--- config.mk ---
export PLATFORM = sky130hd
export DESIGN_NAME = cpu_mem_arbiter
export DESIGN_NICKNAME = d
export VERILOG_FILES = /design/src/rtl/cpu_mem_arbiter.sv
export SDC_FILE = /design/constraint.sdc
export NUM_CORES = 1
export LEC_CHECK = 0
export CAP_MARGIN = 20
export CORE_MARGIN = 5
export CORE_UTILIZATION = 22
export DETAILED_ROUTE_END_ITERATION = 6
export PLACE_DENSITY_LB_ADDON = 0.12
export SETUP_SLACK_MARGIN = 0.15
export SLEW_MARGIN = 10
export SYNTH_ARGS = -nofsm -noshare
export SYNTH_HDL_FRONTEND = slang
export SYNTH_SLANG_ARGS = --single-unit
--- constraint.sdc ---
create_clock -name clk0 -period 1.67 [get_ports clk0]
set_input_delay 0.334 -clock clk0 [delete_from_list [all_inputs] [get_ports clk0]]
set_output_delay 0.334 -clock clk0 [all_outputs]
set_load 0.01 [all_outputs]
--- src/rtl/cpu_mem_arbiter.sv ---
// Two-port round-robin arbiter with optional burst lock in front of the
// single-port CPU_MEM packet buffer (registered inputs, negedge write/read).
module cpu_mem_arbiter #(
  parameter int DATA_WIDTH = 8,
  parameter int ADDR_WIDTH = 7
) (
  input  logic                  clk0,
  input  logic                  rst_n,

  input  logic                  p0_req,
  input  logic                  p0_lock,
  input  logic                  p0_we,
  input  logic [ADDR_WIDTH-1:0] p0_addr,
  input  logic [DATA_WIDTH-1:0] p0_wdata,
  output logic                  p0_gnt,
  output logic                  p0_rvalid,
  output logic [DATA_WIDTH-1:0] p0_rdata,

  input  logic                  p1_req,
  input  logic                  p1_lock,
  input  logic                  p1_we,
  input  logic [ADDR_WIDTH-1:0] p1_addr,
  input  logic [DATA_WIDTH-1:0] p1_wdata,
  output logic                  p1_gnt,
  output logic                  p1_rvalid,
  output logic [DATA_WIDTH-1:0] p1_rdata,

  output logic                  mem_csb0,
  output logic                  mem_web0,
  output logic [ADDR_WIDTH-1:0] mem_addr0,
  output logic [DATA_WIDTH-1:0] mem_din0,
  input  logic [DATA_WIDTH-1:0] mem_dout0
);

  typedef enum logic [1:0] {
    LOCK_NONE = 2'd0,
    LOCK_P0   = 2'd1,
    LOCK_P1   = 2'd2
  } lock_e;

  lock_e lock_owner;
  logic  last_gnt;     // 0 = port 0 granted last, 1 = port 1
  logic  rd_pending;
  logic  rd_port;

  logic  p0_held;
  logic  p1_held;
  logic  any_gnt;
  lock_e lock_next;

  // A lock only holds while its owner keeps both req and lock high.
  assign p0_held = (lock_owner == LOCK_P0) && p0_req && p0_lock;
  assign p1_held = (lock_owner == LOCK_P1) && p1_req && p1_lock;

  always_comb begin
    // NOTE: every output gets a default first so no path leaves a latch.
    p0_gnt = 1'b0;
    p1_gnt = 1'b0;
    // Grants are suppressed while in reset so the memory sees idle inputs.
    if (rst_n) begin
      if (p0_req && p1_req) begin
        if (p0_held)       p0_gnt = 1'b1;
        else if (p1_held)  p1_gnt = 1'b1;
        else if (last_gnt) p0_gnt = 1'b1;
        else               p1_gnt = 1'b1;
      end else begin
        p0_gnt = p0_req;
        p1_gnt = p1_req;
      end
    end
  end

  assign any_gnt = p0_gnt | p1_gnt;

  always_comb begin
    mem_csb0  = 1'b1;
    mem_web0  = 1'b1;
    mem_addr0 = '0;
    mem_din0  = '0;
    if (p0_gnt) begin
      mem_csb0  = 1'b0;
      mem_web0  = ~p0_we;
      mem_addr0 = p0_addr;
      mem_din0  = p0_wdata;
    end else if (p1_gnt) begin
      mem_csb0  = 1'b0;
      mem_web0  = ~p1_we;
      mem_addr0 = p1_addr;
      mem_din0  = p1_wdata;
    end
  end

  // A held lock always results in a locked grant to its owner, so the next
  // owner is simply whoever was granted with lock asserted this cycle.
  always_comb begin
    lock_next = LOCK_NONE;
    if (p0_gnt && p0_lock)      lock_next = LOCK_P0;
    else if (p1_gnt && p1_lock) lock_next = LOCK_P1;
  end

  // NOTE: sequential state uses non-blocking assignments so every register
  // samples the pre-edge values of its peers.
  always_ff @(posedge clk0 or negedge rst_n) begin
    if (!rst_n) begin
      last_gnt   <= 1'b1;
      lock_owner <= LOCK_NONE;
      rd_pending <= 1'b0;
      rd_port    <= 1'b0;
    end else begin
      if (any_gnt) last_gnt <= p1_gnt;
      lock_owner <= lock_next;
      rd_pending <= (p0_gnt && !p0_we) || (p1_gnt && !p1_we);
      rd_port    <= p1_gnt;
    end
  end

  // Memory output settles at the negedge inside the valid cycle.
  assign p0_rvalid = rd_pending && !rd_port;
  assign p1_rvalid = rd_pending &&  rd_port;
  assign p0_rdata  = p0_rvalid ? mem_dout0 : '0;
  assign p1_rdata  = p1_rvalid ? mem_dout0 : '0;

endmodule

# Yosys cells after proc, flatten, opt, wreduce, memory -nomap -nowiden
# Index checks and enable logic that the tools add are counted.
# totals
register_bits	5
latchBits	0
ram_bits	0
romBits	0
input_bits	46
output_inout_bits	37
elab_cells	46
mem_count	0
# classes
addsub	0
mul	0
div_mod_pow	0
magnitude_cmp	0
n_eq_ne	2
shift	0
muxes	22
n_bitwise	3
n_reduce_logical	15
# ops
operator	count
8-bit two-way mux	4
1-bit two-way mux	14
7-bit two-way mux	2
1-bit logical AND	11
2-bit two-way mux	2
1-bit logical NOT	3
2-bit by 1-bit == test with 1-bit output, second input constant	1
2-bit == test, second input constant	1
1-bit NOT	2
1-bit logical OR	1
1-bit bitwise OR	1

# Depth between registers and ports, before layout
# depth
word_depth	10
depth_mapped	4
ltp_nobuf	3

# Worst setup path after synthesis
# No wires, ideal clock.
# synth_timing
kind	register -> output
from	reg last_gnt
to	out mem_addr0[0]
arrival_time_ps	1307
t_required_ps	1336
path_slack_ps	29
stages_incl_launch_ff	5
path_buffers	1
path_cell_list	dfstp_2 nand2_1 o221ai_2 buf_6 a32o_1
# synth_via
elab_chain_len	7
word_cells_on_any_way	12
cone_classes	12 x mux
# synth_lines
item	line_no	rtl
start, declared	42	logic last_gnt;
start signal, assigned	110	if (any_gnt) last_gnt <= p1_gnt;
1-bit two-way mux	64	else if (last_gnt) p0_gnt = 1'b1;
1-bit two-way mux	63	else if (p1_held) p1_gnt = 1'b1;
1-bit two-way mux	62	if (p0_held) p0_gnt = 1'b1;
1-bit two-way mux	61	if (p0_req && p1_req) begin
1-bit two-way mux	60	if (rst_n) begin
7-bit two-way mux	85	end else if (p1_gnt) begin
7-bit two-way mux (*)	80	if (p0_gnt) begin
end, declared	30	output logic [ADDR_WIDTH-1:0] mem_addr0,
# Every way passes the cells marked *; elsewhere a longest branch is shown, timed or not.

# Worst setup path after layout
# Ends and elaborated chain as after synthesis.

==> impl_metrics.json <==
{
  "status": "finished, violations left",
  "failed_checks": "setup timing",
  "setup_tns_ns": -5.675,
  "grt-ovfl-total": 0,
  "postSynthAreaPerCell_um2": 9.119,
  "clkPwrFrac_pct": 19.1,
  "cp-start-kind": "flip-flop",
  "finalSetupViolations": 18,
  "intPower_mw": 0.5224,
  "final_area_um2": 1667,
  "placed_area_um2": 1471,
  "syn_inst": 59,
  "pwr-share-comb_pct": 62.0,
  "rsz0062_at_grt": "yes",
  "grt_max_degree": 26,
  "post-route-period-util_pct": 120.5,
  "finish.utilization_pct": 69.16,
  "regArea_um2": 126.4,
  "worstPathArrival_ns": 1.68,
  "slew_headroom_pct": 76.42,
  "grt_pass1_vias": 1043,
  "drv_slew": 0,
  "cts_tree": "built",
  "cp_max_fo": 7,
  "die_area_um2": 3534,
  "min_period_ns": 2.013,
  "cts_buffers": 3,
  "cts_buffer_depth": 2,
  "syn_to_final_growth_pct": 209.8,
  "antenna_found_initial": 0,
  "die_w_um": 59.45,
  "reg2reg_depth": 5,
  "layout-drive-gt1-share_pct": 57.23,
  "yosys-top-cells-area": "a32o_1, dfrtp_1, and2_1",
  "nNetsFinal": 206,
  "critical_path_class": "reg -> out",
  "switchingPower_mw": 0.2239,
  "holdCritPathClass": "in -> async",
  "max_freq_mhz": 496.7,
  "clock_latency_ns": 0.24,
  "cp_data_required_time_ns": 1.34,
  "drt_wl_total_um": 3045,
  "pre_cts_ws_ns": -0.9133,
  "syn_area_um2": 538.0,
  "fin_worst_skew_ns": 0.002498,
  "ant_nets": 0,
  "io_pins": 83,
  "n_antenna_cell": 0,
  "io_buffers": 82,
  "vias": 932,
  "r2r_end": "rd_pending",
  "vias_per_cell": 4.931,
  "synth_fp_nets": 105,
  "p_sw_share_pct": 30.00,
  "finalHoldViolations": 0,
  "drtIter0Drc": 21,
  "maxCapViolCount": 0,
  "reg2reg_from": "last_gnt",
  "vdd.ir_drop.worst_mv": 0.2476,
  "yosys_warnings": 0,
  "grt_pass1_wl_um": 4726,
  "first_pass_iters": 5,
  "cts_root_buffer": "clkbuf_4",
  "wire_per_inst_um": 16.11,
  "htreeDepth": 1,
  "multi_input_area_um2": 469.2,
  "fp.coreArea_um2": 2410,
  "setup_ws_ns": -0.3431,
  "end_kind": "output port",
  "synth_cell_types": 20,
  "yosysTopAreaCellShare_pct": 29.77,
  "power.density_nw_per_um2": 447.8,
  "fillCellCount": 199,
  "die_h_um": 59.45,
  "ys_seq_area_share_pct": 23.49,
  "rows": 18,
  "initial_core_util_pct": 22.33,
  "grt.total_usage_pct": 17.37,
  "cts.sinks": 5,
  "synth_top_area_cell": "a32o_1",
  "globalplace.congestion": 0.7703,
  "r2r_slack_ns": 0.16,
  "clkTransAtPathRegs_ns": 0.04,
  "drcViolationCount": 0,
  "worstMarginPinSlew_ns": 0.3537,
  "place_hpwl_um": 2207,
  "p_leak_nw": 0.8752,
  "ys_seq_elements": 5,
  "seqPwrFrac_pct": 18.9
}
how the worst max path moves through the flow:
stage | end | slack, ns | startpoint | cells after the start
final | mem_addr0[0] | -0.34 | last_gnt | 5
after global routing | mem_addr0[0] | -0.39 | last_gnt | 5
after detailed placement | mem_addr0[4] | -0.91 | p1_req | 5
after global placement | mem_din0[5] | -0.89 | p1_lock | 5
after CTS | mem_addr0[4] | -0.34 | last_gnt | 5
after floorplan | mem_addr0[0] | 0.08 | lock_owner[0] | 4
placed cells by master, fill, tap and decap left out, types with 2 or more instances in the layout:
master            n
clkdlybuf4s50_1  39
clkbuf_4          3
dlygate4sd2_1     5
dlymetal6s2s_1    2
buf_2            10
o221ai_4          2
dfrtp_1           4
and2_4            9
buf_4             6
inv_1             3
buf_6            37
and2_1            2
a32o_2           15
and3_1            8
final cells by class:
type                            count  area share (%)
Clock buffer                        4           1.577
Inverter                            3          0.6757
Multi-Input combinational cell     46           28.15
Sequential cell                     5           7.583
Tap cell                           30           2.252
Timing Repair Buffer              101           59.76
power by group through the flow:
stage | logic (mW) | registers (mW) | clock network (mW)
2_1_floorplan | 0.139 | 0.142 | 0
3_3_place_gp | 0.378 | 0.140 | 0
3_5_place_dp | 0.385 | 0.140 | 0
4_1_cts | 0.441 | 0.141 | 0.149
5_1_grt | 0.493 | 0.143 | 0.160
6_report | 0.462 | 0.141 | 0.143
state kept, by name, summed over array words and instances (netlist names):
| signal | cells |
|---|---|
| last_gnt | 1 |
| lock_owner | 2 |
| rd_pending | 1 |
| rd_port | 1 |
routing by layer:
metal | vias up | GRT usage (%) | routed length (um)
met1 | 421 | 15.76 | 968
met5 | - | 0 | 0
met2 | 62 | 33.39 | 1662
met3 | 2 | 7.190 | 402
li1 | 447 | - | -
met4 | 0 | 6.796 | 12
synth_stat cells (all sizes together):
| cell | n |
|---|---|
| inv | 3 |
| nand2 | 1 |
| buf | 3 |
| clkbuf | 3 |
| a32oi | 1 |
| and4b | 1 |
| nor2b | 1 |
| nand4b | 1 |
| and3 | 9 |
| dfrtp | 4 |
| a21o | 1 |
| o21ai | 1 |
| o2111a | 1 |
| a32o | 16 |
| o221ai | 1 |
| dfstp | 1 |
| and2 | 11 |
repair_timing:
action | CTS | global route
hold buffers | 0 | 0
endpoints found under the setup margin | 38 | 36
endpoints found under the hold margin | 0 | 0
gates cloned | 2 | 0
setup buffers | 7 | 2
pin swaps | 15 | 3
resized for setup | 181 | 24
critical path, stage by stage (launching register included):
cell and delay (ns):
dfstp_2 0.55, nand2_4 0.07, o2111a_2 0.31, buf_6 0.14, a32o_2 0.23, buf_6 0.12
cells by family after synthesis:
logic type	synth area share, %
flip-flops	23.49
AO/OA/AOI/OAI	38.60
AND/OR/NAND/NOR	29.77
buffers and inverters	8.139
per-stage QoR:
step                      hold slack (ns)  total power [mW]  cells
after floorplan                   0.03841            0.2808     59
final                              0.2119            0.7463    189
after global routing               0.2213            0.7957    189
after detailed placement           0.5187            0.5253    174
after CTS                          0.2036            0.7302    187
after global placement             0.5076            0.5175    174
Power figures use the tool's default switching activity.
==> RTL change (same settings) <==
Change the parameter `DATA_WIDTH` from 8 to 6.
--- a/src/rtl/cpu_mem_arbiter.sv
+++ b/src/rtl/cpu_mem_arbiter.sv
@@ -1,7 +1,7 @@
 // Two-port round-robin arbiter with optional burst lock in front of the
 // single-port CPU_MEM packet buffer (registered inputs, negedge write/read).
 module cpu_mem_arbiter #(
-  parameter int DATA_WIDTH = 8,
+  parameter int DATA_WIDTH = 6,
   parameter int ADDR_WIDTH = 7
 ) (
   input  logic                  clk0,
Ports: changed (6 resized); port bits go from 83 to 71. The function was not compared with the original's and may differ.
==> RTL change against the original RTL <==
- the flow still finishes with violations (negative setup slack)
- wire length decreased by 14%
- synthesized area down 3.0%
- power decreased by 12%
- clock skew shrank 0.60 ps
- highest routed layer is now met3
- final cell count shrank 12%
- sequential cell count unchanged
- utilization shrank 7.7 points
- worst setup slack got worse by 39 ps
- first-iteration DRC count up 24%
- cell area fell by 18%
==> RTL change: results (changes against the original RTL) <==
Status
  • Status: finished with violations (unchanged)
  • Failing checks: negative setup slack (unchanged)

Setup path
  • Flop-to-flop setup slack: 190 ps (was 160 ps)
  • Worst reg-to-reg path cell count: 5 (unchanged)
  • Crit-path max FO: 8 (was 7)
  • CP max stage cell: dfrtp_1 (was dfstp_2)
  • Crit Reg-Reg Startpoint: lock_owner[0]$_DFF_PN0_ (was last_gnt$_DFFE_PN1P_)
  • Crit-path max cell delay: 370 ps (was 550 ps)
  • Worst flop-to-flop path endpoint: rd_pending$_DFF_PN0_ (unchanged)
  • Critical Path AT: 1720 ps (was 1680 ps)

Place
  • DP HPWL: 1930 µm (was 2210 µm)
  • Placed cell count: 159 (was 174)
  • Post-DP Area: 1320 µm² (was 1470 µm²)
  • Port-buffer cells: 70 (was 82)
  • Final Wtd Congestion: 0.755 (was 0.770)

STA
  • Total Neg Setup Slack: -4650 ps (was -5670 ps)
  • Final hold violation count: 0 (unchanged)
  • Setup violations, final: 16 (was 18)
  • Final worst slack: -382 ps (was -343 ps)
  • Final clock skew: 1.90 ps (was 2.50 ps)
  • Slew at the pin closest to its max-slew limit: 237 ps (was 354 ps)

Synth
  • Unique masters post-synth: 19 (was 20)
  • Sequential area share after synthesis: 0.242 (was 0.235)
  • Top post-synthesis cells by count: 13 x a32o_1, 9 x and2_1, 7 x and3_1 (was 16 x a32o_1, 10 x and2_1, 8 x and3_1)
  • Primary FF master, synth: dfrtp_1 (unchanged)
  • Area contributors post-synth: a32o_1 25%, dfrtp_1 19%, and2_1 11%, and3_1 8.4%, dfstp_2 5.0% (was a32o_1 30%, dfrtp_1 19%, and2_1 12%, and3_1 9.3%, dfstp_2 4.9%)
  • Syn Area/Cell: 9.49 µm² (was 9.12 µm²)
  • Syn nets: 95 (was 105)
  • Async set-reset flop share out of synthesis: 1.00 (unchanged)
  • Syn. warnings: 0 (unchanged)

Route
  • Routed vias/inst: 4.77 (was 4.93)
  • DR iter-0 viols: 26 (was 21)
  • First-pass iteration count of the detailed router: 2 (was 5)
  • Vias: 797 (was 932)
  • Wire per inst: 15.6 µm (was 16.1 µm)

CTS
  • Clock-pin transition on the worst setup and hold timing paths: 40 ps (about the same)
  • Number of H-tree levels: 1 (unchanged)
  • CTS max path bufs: 2 (unchanged)
  • CTS root buffer: clkbuf_4 (unchanged)
  • Num CTS Buffers: 3 (unchanged)
  • Clk_lat worst skew: 250 ps

Worst hold path
  • Hold/Removal Path Class: in2async (unchanged)

Layout
  • Layout cells sized above 1: 0.496 (was 0.572)
  • Most flop-heavy register: lock_owner (unchanged)
  • Number of fillers in the final layout: 210 (was 199)
  • Max FFs per register: 2 (unchanged)
  • Net count reported at finish: 180 (was 206)
  • Ant. Diodes: 0 (unchanged)

Global route
  • Vias in the first global route: 864 (was 1043)
  • Global-route wire length before repair: 4000 µm (was 4730 µm)
  • Largest net degree at the start of global routing: 16 (was 26)
  • Initial antenna violation count: 0 (unchanged)
  • Gr usage total: 0.150 (was 0.174)

Power and ir drop
  • Leak: 0.704 nW (was 0.875 nW)
  • VDD IR max: 0.446 mV (was 0.248 mV)
## RTL change: changes by cell type in the layout (fill, tap and decap cells not counted), moves of 2 or more
cell | unedited run | this run
dlymetal6s2s_1 | 2 | 0
clkbuf_2 | 1 | 3
a32o_2 | 15 | 8
buf_4 | 6 | 8
clkdlybuf4s50_1 | 39 | 34
and2_4 | 9 | 6
a32o_1 | 1 | 6
buf_6 | 37 | 22
nand2_1 | 0 | 2
## RTL change: how the worst max path moves through the flow
stage | slack [ps] | from | end | cells past startpoint
5_1_grt | -430 | lock_owner[0]$_DFF_PN0_ | mem_addr0[0] | 6
3_3_place_gp | -830 | p1_req | mem_din0[2] | 6
2_1_floorplan | 40 | last_gnt$_DFFE_PN1P_ | mem_addr0[0] | 5
4_1_cts | -390 | lock_owner[0]$_DFF_PN0_ | mem_addr0[0] | 6
6_report | -380 | lock_owner[0]$_DFF_PN0_ | mem_addr0[0] | 6
3_5_place_dp | -860 | p1_req | mem_addr0[5] | 6
## RTL change: per-layer routing
metal  share of wire  vias up  track usage
li1                -      387            -
met3           0.090        0       0.0636
met5               0        -            0
met2            0.55       39        0.279
met4               0        0       0.0194
met1            0.36      371        0.162
## RTL change: stage by stage
stage / hold WS (ps) / util / setup slack (ps)
after floorplan: 38.4 / - / 39.3
after global placement: 501 / 0.589 / -830
after detailed placement: 505 / 0.589 / -861
after CTS: 27.2 / 0.598 / -387
after global routing: 46.3 / 0.615 / -430
final: 27.1 / 0.615 / -382
## RTL change: timing repair
item / in CTS / in global routing
cloned: 1 / 0
buffers inserted: 2 / 1
gates resized for setup: 141 / 16
hold endpoints to repair: 0 / 0
pin swaps: 5 / 19
endpoints found under the setup margin: 31 / 27
## RTL change: area by class of cell
class	instances	area, µm²	share of cell area
inverters	4	15.0	0.0109
repair buffers	85	792	0.577
well taps	28	35.0	0.0255
flip-flops and latches	5	126	0.0921
clock buffers	4	26.3	0.0191
multi-input cells	41	378	0.275
## RTL change: power by group
| group | internal, mW | switching [mW] | total (mW) |
|---|---|---|---|
| clock network | 0.0906 | 0.0541 | 0.145 |
| registers | 0.133 | 0.00502 | 0.138 |
| logic | 0.239 | 0.136 | 0.375 |
| total | 0.463 | 0.195 | 0.657 |
## RTL change: worst max-delay path, delay by kind of cell, from the launching register on
family	cells	cell delay (ps)
buf+inv	3	400
simple gates	1	360
flops	1	370
compound gates	2	350
## RTL change: logic make-up after synthesis
kind of cell	count (synthesis)	share of synthesized area
compound gates	18	0.353
simple gates	22	0.269
flops	5	0.242
mux	1	0.0216
buf+inv	9	0.115
